File: src/rtl/divisor_pkg.sv
// Shared types for the divider arbiter: FSM state encoding and grant-index width helper.
package divisor_pkg;

   typedef enum logic [1:0] {
      IDLE,
      ISSUE,
      RELEASE,
      ZERO
   } state_t;

   // Width of a requester index; at least one bit even for two requesters.
   function automatic int unsigned idx_w(input int unsigned n);
      return (n <= 2) ? 1 : $clog2(n);
   endfunction

   localparam int unsigned N_REQ_DEF = 4;
   localparam int unsigned GNT_W     = idx_w(N_REQ_DEF);

endpackage

File: src/rtl/rr_arbiter_n.sv
// Combinational round-robin grant: first set request at or above ptr, wrapping.
// Ports: req request vector; ptr search start; grant one-hot winner;
// idx winner index; any high when at least one request is pending.
module rr_arbiter_n #(
   parameter int unsigned N_REQ = 4,
   parameter int unsigned IW    = 2
) (
   input  logic [N_REQ-1:0] req,
   input  logic [IW-1:0]    ptr,
   output logic [N_REQ-1:0] grant,
   output logic [IW-1:0]    idx,
   output logic             any
);

   logic [IW-1:0] slot;

   // Scan N_REQ slots starting at ptr; the first pending one wins.
   always_comb begin
      idx  = '0;
      any  = 1'b0;
      slot = '0;
      for (int unsigned i = 0; i < N_REQ; i++) begin
         slot = IW'((32'(ptr) + i) % N_REQ);
         if (!any && req[slot]) begin
            any = 1'b1;
            idx = slot;
         end
      end
   end

   assign grant = any ? (N_REQ'(1) << idx) : '0;

endmodule

File: src/rtl/divisor_arbiter.sv
// Round-robin scheduler sharing one Divisor_Algoritmico among N_REQ requesters.
// Ports: CLK/RSTa clock and async active-low reset; req/num_i/den_i requester
// side (packed slots of tamanyo bits); ack operand-capture pulse; rsp_valid
// result pulse with coc_o/res_o/div0_o; busy when not idle; div_* divider
// handshake (Start held until Done, then Done must fall before the next job).
module divisor_arbiter
   import divisor_pkg::*;
#(
   parameter int unsigned tamanyo = 32,
   parameter int unsigned N_REQ   = 4
) (
   input  logic                     CLK,
   input  logic                     RSTa,
   input  logic [N_REQ-1:0]         req,
   input  logic [N_REQ*tamanyo-1:0] num_i,
   input  logic [N_REQ*tamanyo-1:0] den_i,
   output logic [N_REQ-1:0]         ack,
   output logic [N_REQ-1:0]         rsp_valid,
   output logic [tamanyo-1:0]       coc_o,
   output logic [tamanyo-1:0]       res_o,
   output logic                     div0_o,
   output logic                     busy,
   output logic                     div_start,
   input  logic                     div_done,
   output logic [tamanyo-1:0]       div_num,
   output logic [tamanyo-1:0]       div_den,
   input  logic [tamanyo-1:0]       div_coc,
   input  logic [tamanyo-1:0]       div_res
);

   localparam int unsigned W  = tamanyo;
   localparam int unsigned IW = idx_w(N_REQ);

   state_t           state_q, state_n;
   logic [IW-1:0]    ptr_q, ptr_n;
   logic [IW-1:0]    g_q, g_n;
   logic [N_REQ-1:0] ack_q, ack_n, rsp_q, rsp_n;
   logic             start_q, start_n;
   logic [W-1:0]     num_q, num_n, den_q, den_n;
   logic [W-1:0]     coc_q, coc_n, res_q, res_n;
   logic             d0_q, d0_n, busy_q;

   logic [N_REQ-1:0] gnt;
   logic [IW-1:0]    gnt_idx;
   logic             gnt_any;
   logic [W-1:0]     sel_num, sel_den;

   rr_arbiter_n #(
      .N_REQ (N_REQ),
      .IW    (IW)
   ) u_rr (
      .req   (req),
      .ptr   (ptr_q),
      .grant (gnt),
      .idx   (gnt_idx),
      .any   (gnt_any)
   );

   assign sel_num = num_i[int'(gnt_idx)*W +: W];
   assign sel_den = den_i[int'(gnt_idx)*W +: W];

   // Registered state and outputs.
   always_ff @(posedge CLK or negedge RSTa) begin
      if (!RSTa) begin
         state_q <= IDLE;
         ptr_q   <= '0;
         g_q     <= '0;
         ack_q   <= '0;
         rsp_q   <= '0;
         start_q <= 1'b0;
         num_q   <= '0;
         den_q   <= '0;
         coc_q   <= '0;
         res_q   <= '0;
         d0_q    <= 1'b0;
         busy_q  <= 1'b0;
      end else begin
         state_q <= state_n;
         ptr_q   <= ptr_n;
         g_q     <= g_n;
         ack_q   <= ack_n;
         rsp_q   <= rsp_n;
         start_q <= start_n;
         num_q   <= num_n;
         den_q   <= den_n;
         coc_q   <= coc_n;
         res_q   <= res_n;
         d0_q    <= d0_n;
         busy_q  <= (state_n != IDLE);
      end
   end

   // Next-state and next-output logic.
   always_comb begin
      state_n = state_q;
      ptr_n   = ptr_q;
      g_n     = g_q;
      ack_n   = '0;
      rsp_n   = '0;
      start_n = 1'b0;
      num_n   = num_q;
      den_n   = den_q;
      coc_n   = coc_q;
      res_n   = res_q;
      d0_n    = d0_q;
      case (state_q)
         IDLE: if (gnt_any) begin
            g_n   = gnt_idx;
            ack_n = gnt;
            ptr_n = (gnt_idx == IW'(N_REQ - 1)) ? '0 : gnt_idx + IW'(1);
            num_n = sel_num;
            den_n = sel_den;
            // A zero divisor is answered locally and never reaches the divider.
            if (sel_den == '0) begin
               state_n = ZERO;
            end else begin
               start_n = 1'b1;
               state_n = ISSUE;
            end
         end
         ISSUE: begin
            if (div_done) begin
               coc_n   = div_coc;
               res_n   = div_res;
               d0_n    = 1'b0;
               rsp_n   = N_REQ'(1) << g_q;
               state_n = RELEASE;
            end else begin
               start_n = 1'b1;
            end
         end
         // Wait for Done to fall so a level-held Done is not seen as the next completion.
         RELEASE: if (!div_done) state_n = IDLE;
         ZERO: begin
            coc_n   = '0;
            res_n   = num_q;
            d0_n    = 1'b1;
            rsp_n   = N_REQ'(1) << g_q;
            state_n = IDLE;
         end
         default: state_n = IDLE;
      endcase
   end

   assign ack       = ack_q;
   assign rsp_valid = rsp_q;
   assign coc_o     = coc_q;
   assign res_o     = res_q;
   assign div0_o    = d0_q;
   assign busy      = busy_q;
   assign div_start = start_q;
   assign div_num   = num_q;
   assign div_den   = den_q;

endmodule

File: config.mk
export PLATFORM = sky130hd
export DESIGN_NAME = divisor_arbiter
export DESIGN_NICKNAME = d
export VERILOG_FILES = /design/src/rtl/divisor_pkg.sv /design/src/rtl/rr_arbiter_n.sv /design/src/rtl/divisor_arbiter.sv
export SDC_FILE = /design/constraint.sdc
export NUM_CORES = 1
export LEC_CHECK = 0
export ABC_AREA = 1
export CAP_MARGIN = 20
export CORE_AREA = 4 4 178 180
export CTS_CLUSTER_SIZE = 28
export DETAILED_ROUTE_END_ITERATION = 6
export DIE_AREA = 0 0 182 184
export HOLD_SLACK_MARGIN = 0.06
export SLEW_MARGIN = 20
export SYNTH_ARGS = -nofsm -noshare
export SYNTH_HDL_FRONTEND = slang
export SYNTH_HIERARCHICAL = 1
export SYNTH_SLANG_ARGS = --single-unit
File: constraint.sdc
create_clock -name CLK -period 3.19 [get_ports CLK]
set_clock_uncertainty 0.05 [all_clocks]
set_input_delay 0.7975 -clock CLK [delete_from_list [all_inputs] [get_ports CLK]]
set_output_delay 0.7975 -clock CLK [all_outputs]
set_load 0.03 [all_outputs]
==> results of run 1 <==
registers in the layout (all words and copies together), names as in the netlist:
register,cells
coc_o,32
div_den,32
div_num,32
res_o,32
ack,4
rsp_valid,4
g_q,2
ptr_q,2
state_q,2
busy,1
div0_o,1
div_start,1
final cells by class:
cell class / count / area share
repair buffers: 515 / 0.375
multi-input cells: 832 / 0.278
flip-flops and latches: 145 / 0.263
well taps: 396 / 0.0358
clock buffers: 17 / 0.0308
clock inverters: 14 / 0.0107
inverters: 23 / 0.00706
diodes: 1 / 0.000181
worst min-delay path by stage:
| stage | start | end | slack (ns) |
|---|---|---|---|
| 6_report | RSTa | res_o[14] | 0.30 |
| 3_5_place_dp | div0_o | div0_o | 0.41 |
| 3_3_place_gp | div0_o | div0_o | 0.41 |
| 2_1_floorplan | g_q[1] | rsp_valid[1] | 0.40 |
| 5_1_grt | RSTa | res_o[13] | 0.33 |
| 4_1_cts | RSTa | res_o[14] | 0.31 |
worst max-delay path, delay by kind of cell:
family / cells / cell delay (ns)
and+or+nand+nor: 6 / 0.57
AOI/OAI and AO/OA: 3 / 0.54
buffers and inverters: 7 / 1.34
metal layers:
layer,vias up,global-route usage,wire (µm)
li1,4495,-,-
met2,424,0.352,18100
met4,0,0.0766,1170
met1,4296,0.272,15600
met5,-,0,0
met3,54,0.0635,3070
cell usage in the layout (no fill, tap or decap), types with 2 or more instances in the layout:
| cell | netlist | final |
|---|---|---|
| nor2_1 | 168 | 165 |
| clkbuf_16 | 0 | 17 |
| o22ai_1 | 15 | 14 |
| clkdlybuf4s50_1 | 0 | 464 |
| nor3_1 | 4 | 4 |
| nand2_1 | 338 | 337 |
| inv_2 | 5 | 5 |
| o21ai_0 | 161 | 161 |
| nand2_4 | 4 | 5 |
| inv_1 | 17 | 14 |
| nand3_1 | 74 | 74 |
| buf_12 | 0 | 11 |
| inv_6 | 0 | 6 |
| dfrtp_1 | 145 | 145 |
| nand2_2 | 7 | 7 |
| nor2_2 | 1 | 4 |
| clkinvlp_4 | 0 | 5 |
| a32o_1 | 32 | 32 |
| buf_4 | 0 | 38 |
| inv_8 | 1 | 2 |
| a31oi_1 | 17 | 17 |
| nand3_2 | 5 | 5 |
cells in the mapped netlist, drive strengths merged:
cell,n,area share
o31ai,1,0.00095
o22ai,15,0.012
nor3,4,0.0025
o211ai,1,0.00095
nor2,170,0.082
ha,1,0.0016
buf,33,0.022
nand4,1,0.00079
inv,23,0.012
clkbuf,47,0.022
a32o,32,0.041
dfrtp,145,0.46
a31oi,17,0.013
o21ai,162,0.10
nand2,349,0.17
nand3,79,0.053
logic make-up (layout without fill, tap and decap cells):
kind of cell,Yosys count,after routing,share of synthesized area
compound gates,228,228,0.171
fa+ha+maj,1,1,0.00159
buf+inv,103,569,0.0565
flops,145,145,0.460
other cells,0,1,0
simple gates,603,603,0.311
power breakdown:
| group | switching, mW | internal, mW | total (mW) |
|---|---|---|---|
| combinational | 8.07 | 4.92 | 13.0 |
| clock | 0.874 | 1.10 | 1.97 |
| sequential | 0.678 | 2.74 | 3.42 |
| total | 9.62 | 8.76 | 18.4 |
==> impl_metrics.json, run 1 <==
{
  "critical_path.startpoint": "req[3]",
  "dp.cells": 1910,
  "ios": 466,
  "fmax_mhz": 338,
  "period_needed_ns": 2.95,
  "yosys_warnings": 6,
  "cts_tree": "yes",
  "p_per_area_nw_per_um2": 1330,
  "drt-wirelength-per-cell_um": 19.6,
  "start_util": 0.261,
  "grt_setup_unrepaired": "false",
  "cts_max_level": 4,
  "grt_max_degree": 62,
  "post_drt_via_cell_ratio": 4.77,
  "place_area_um2": 13200,
  "cts_hold_buf": 0,
  "die_y_um": 184,
  "finalInstanceArea_um2": 13800,
  "gp_congestion": 0.941,
  "setup_slack_ns": 0.235,
  "root_buffer": "clkbuf_16",
  "hold_class": "in2async",
  "reg2regPathDepth": 21,
  "drt_iter0_markers": 547,
  "grtUsageTotal": 0.215,
  "drive_gt1_frac": 0.0737,
  "setup_viol": 0,
  "multiInputGateArea_um2": 3840,
  "drc": 0,
  "num_vias": 9269,
  "synth_area_per_cell_um2": 7.30,
  "critical_path_arrival_ns": 3.26,
  "syn2layout_area_growth_pct": 75.3,
  "ant_nets": 0,
  "timing.rr.start": "ptr_q[0]",
  "whs_ns": 0.304,
  "finalCritPeriodShare": 0.926,
  "stdcell_count": 1943,
  "status": "finished, final reports clean",
  "seq_area_um2": 3630,
  "cpMaxStageDelayCell": "clkdlybuf4s50_1",
  "antenna_found_initial": 1,
  "hold_viol": 0,
  "clk_pin_slew_ns": 0.07,
  "dp_hpwl_um": 30000,
  "pre_cts_ws_ns": -0.225,
  "netlist_instances": 1080,
  "r2r_end": "div_start",
  "syn_nets": 1408,
  "grt_overflow": 0,
  "slew_headroom": 0.602,
  "cts_setup_buffers": 0,
  "firstDrtPassIters": 5,
  "nets": 1862,
  "cts.sink_count": 145,
  "std_cell_rows": 64,
  "reg2reg_slack_ns": 0.40,
  "wl_um": 38000,
  "portBuffers": 465,
  "fill_cells": 3030,
  "cts-resized-gates": 0,
  "dieArea_um2": 33500,
  "grt_pass1_wl_um": 55700,
  "core-area_um2": 30200,
  "ys_seq_elements": 145,
  "fin_util": 0.458,
  "cts_buffer_depth": 2,
  "netlist_area_um2": 7890,
  "required_ns": 3.49,
  "grt_pass1_vias": 9297,
  "crit_type": "in2reg",
  "clock_latency_ns": 0.42,
  "ys_types": 26,
  "maxSlewViolCount": 0,
  "worstMarginPinSlew_ns": 0.596,
  "path_max_fanout": 16,
  "cts_buffers": 17,
  "start_kind": "input pin",
  "ys_seq_area_frac": 0.460,
  "critPathMaxStageDelay_ns": 0.48,
  "cp-end-kind": "flop",
  "crit_top_cell": "nand2_1",
  "die_x_um": 182,
  "cap_violations": 0,
  "timing.critical_path.to": "div_num[21]",
  "power_mw": 18.4,
  "setup_tns_ns": 0,
  "irDropWorstVdd_mv": 0.790,
  "cp_cell_sequence": "clkdlybuf4s50_1 > inv_1 > nand2_1 > nand2_1 > o21ai_2 > inv_1 > buf_4 > nand3_2 > nand3_2 > inv_2 > buf_12 > buf_4 > o21ai_0 > o22ai_1 > nand2_1 > nand2_1",
  "power_leakage_nw": 5.96
}
Power figures use the tool's default switching activity.
==> run 2: changes to the inputs <==
Settings changed: PLACE_DENSITY set to 0.66.
==> impl_metrics.json, run 2 (synthesized netlist as in run 1, its figures left out) <==
{
  "cts.sink_count": 145,
  "p_per_area_nw_per_um2": 1330,
  "syn2layout_area_growth_pct": 75.1,
  "grt_pass1_wl_um": 54800,
  "dieArea_um2": 33500,
  "power_leakage_nw": 5.97,
  "std_cell_rows": 64,
  "hold_class": "in2async",
  "ant_nets": 0,
  "cp-end-kind": "flop",
  "die_y_um": 184,
  "status": "finished, final reports clean",
  "drt-wirelength-per-cell_um": 19.4,
  "finalCritPeriodShare": 0.935,
  "die_x_um": 182,
  "hold_viol": 0,
  "worstMarginPinSlew_ns": 1.11,
  "layout_commonest_cell": "clkdlybuf4s50_1",
  "fmax_mhz": 335,
  "cts_buffer_depth": 2,
  "grt_overflow": 0,
  "cts_max_level": 4,
  "nets": 1865,
  "critical_path_arrival_ns": 3.27,
  "slew_headroom": 0.262,
  "grt_setup_unrepaired": "false",
  "core-area_um2": 30200,
  "drc": 0,
  "antenna_cells": 0,
  "maxSlewViolCount": 0,
  "drt_iter0_markers": 465,
  "root_buffer": "clkbuf_16",
  "ios": 466,
  "r2r_end": "div_num[15]",
  "post_drt_via_cell_ratio": 4.81,
  "period_needed_ns": 2.98,
  "path_max_fanout": 57,
  "cap_violations": 0,
  "portBuffers": 465,
  "setup_viol": 0,
  "start_util": 0.261,
  "reg2reg_slack_ns": 0.37,
  "reg2regPathDepth": 16,
  "num_vias": 9356,
  "required_ns": 3.48,
  "whs_ns": 0.317,
  "wl_um": 37600,
  "cts_tree": "yes",
  "grt_max_degree": 76,
  "grt_pass1_vias": 9057,
  "dp_hpwl_um": 29800,
  "irDropWorstVdd_mv": 0.639,
  "cts_setup_buffers": 0,
  "fill_cells": 3011,
  "clock_latency_ns": 0.42,
  "grtUsageTotal": 0.212,
  "crit_type": "in2reg",
  "gp_congestion": 0.909,
  "clk_pin_slew_ns": 0.07,
  "timing.rr.start": "ptr_q[0]",
  "start_kind": "input pin",
  "firstDrtPassIters": 5,
  "finalInstanceArea_um2": 13800,
  "final_cell_mix": "clkdlybuf4s50_1, nand2_1, nor2_1, o21ai_0, dfrtp_1",
  "setup_tns_ns": 0,
  "place_area_um2": 13200,
  "drive_gt1_frac": 0.0775,
  "antenna_found_initial": 0,
  "cts_buffers": 17
}
[run 2: cell type report]
class / instances / area, µm² / share of cell area
well taps: 396 / 495 / 0.0359
flip-flops and latches: 145 / 3630 / 0.263
inverters: 23 / 98.8 / 0.00716
clock inverters: 14 / 149 / 0.0108
multi-input cells: 832 / 3850 / 0.279
clock buffers: 17 / 425 / 0.0308
repair buffers: 518 / 5170 / 0.374
[run 2: where the power goes]
part	switching, mW	internal [mW]	total, mW
clock network	0.883	1.10	1.98
logic	8.08	4.97	13.0
registers	0.648	2.74	3.39
total	9.61	8.81	18.4
[run 2: how the worst max path moves through the flow]
stage | start | end | slack, ns | depth (start not counted)
2_1_floorplan | req[3] | div_start | 0.50 | 21
3_3_place_gp | req[3] | div_num[30] | -0.29 | 16
3_5_place_dp | req[3] | div_num[30] | -0.31 | 16
4_1_cts | req[3] | div_num[30] | 0.12 | 16
5_1_grt | req[3] | div_start | 0.0003 | 21
6_report | req[2] | div_num[15] | 0.21 | 17
[run 2: critical path, cell delays in order]
cell,delay (ns)
clkdlybuf4s50_1,0.48
inv_1,0.08
nand2_1,0.06
nand2_1,0.09
nand2_1,0.08
nand2_1,0.08
nand2_1,0.09
nand2_1,0.06
nand2_2,0.07
nand3_2,0.09
inv_4,0.11
buf_12,0.24
buf_12,0.21
nor2_1,0.07
nor2_1,0.17
o21ai_0,0.23
a31oi_1,0.22
[run 2: routing by layer]
layer,track usage,vias up,routed length [µm]
met5,0,-,0
met2,0.357,431,18100
met4,0.0588,0,892
li1,-,4506,-
met1,0.273,4377,15900
met3,0.0514,42,2760
[run 2: timing repair]
action                                  in CTS  in global routing
endpoints found under the setup margin       0                  5
hold buffers                                 0                  0
gates resized for setup                      0                  7
[run 2: per-stage QoR]
| step | power (mW) | utilization | setup slack, ns | cells |
|---|---|---|---|---|
| after floorplan | 10.9 | - | 0.503 | 1080 |
| after global routing | 19.9 | 0.457 | 0.000300 | 1945 |
| final | 18.4 | 0.457 | 0.207 | 1945 |
| after global placement | 16.4 | 0.438 | -0.288 | 1914 |
| after detailed placement | 16.5 | 0.438 | -0.314 | 1914 |
| after CTS | 18.6 | 0.457 | 0.119 | 1945 |
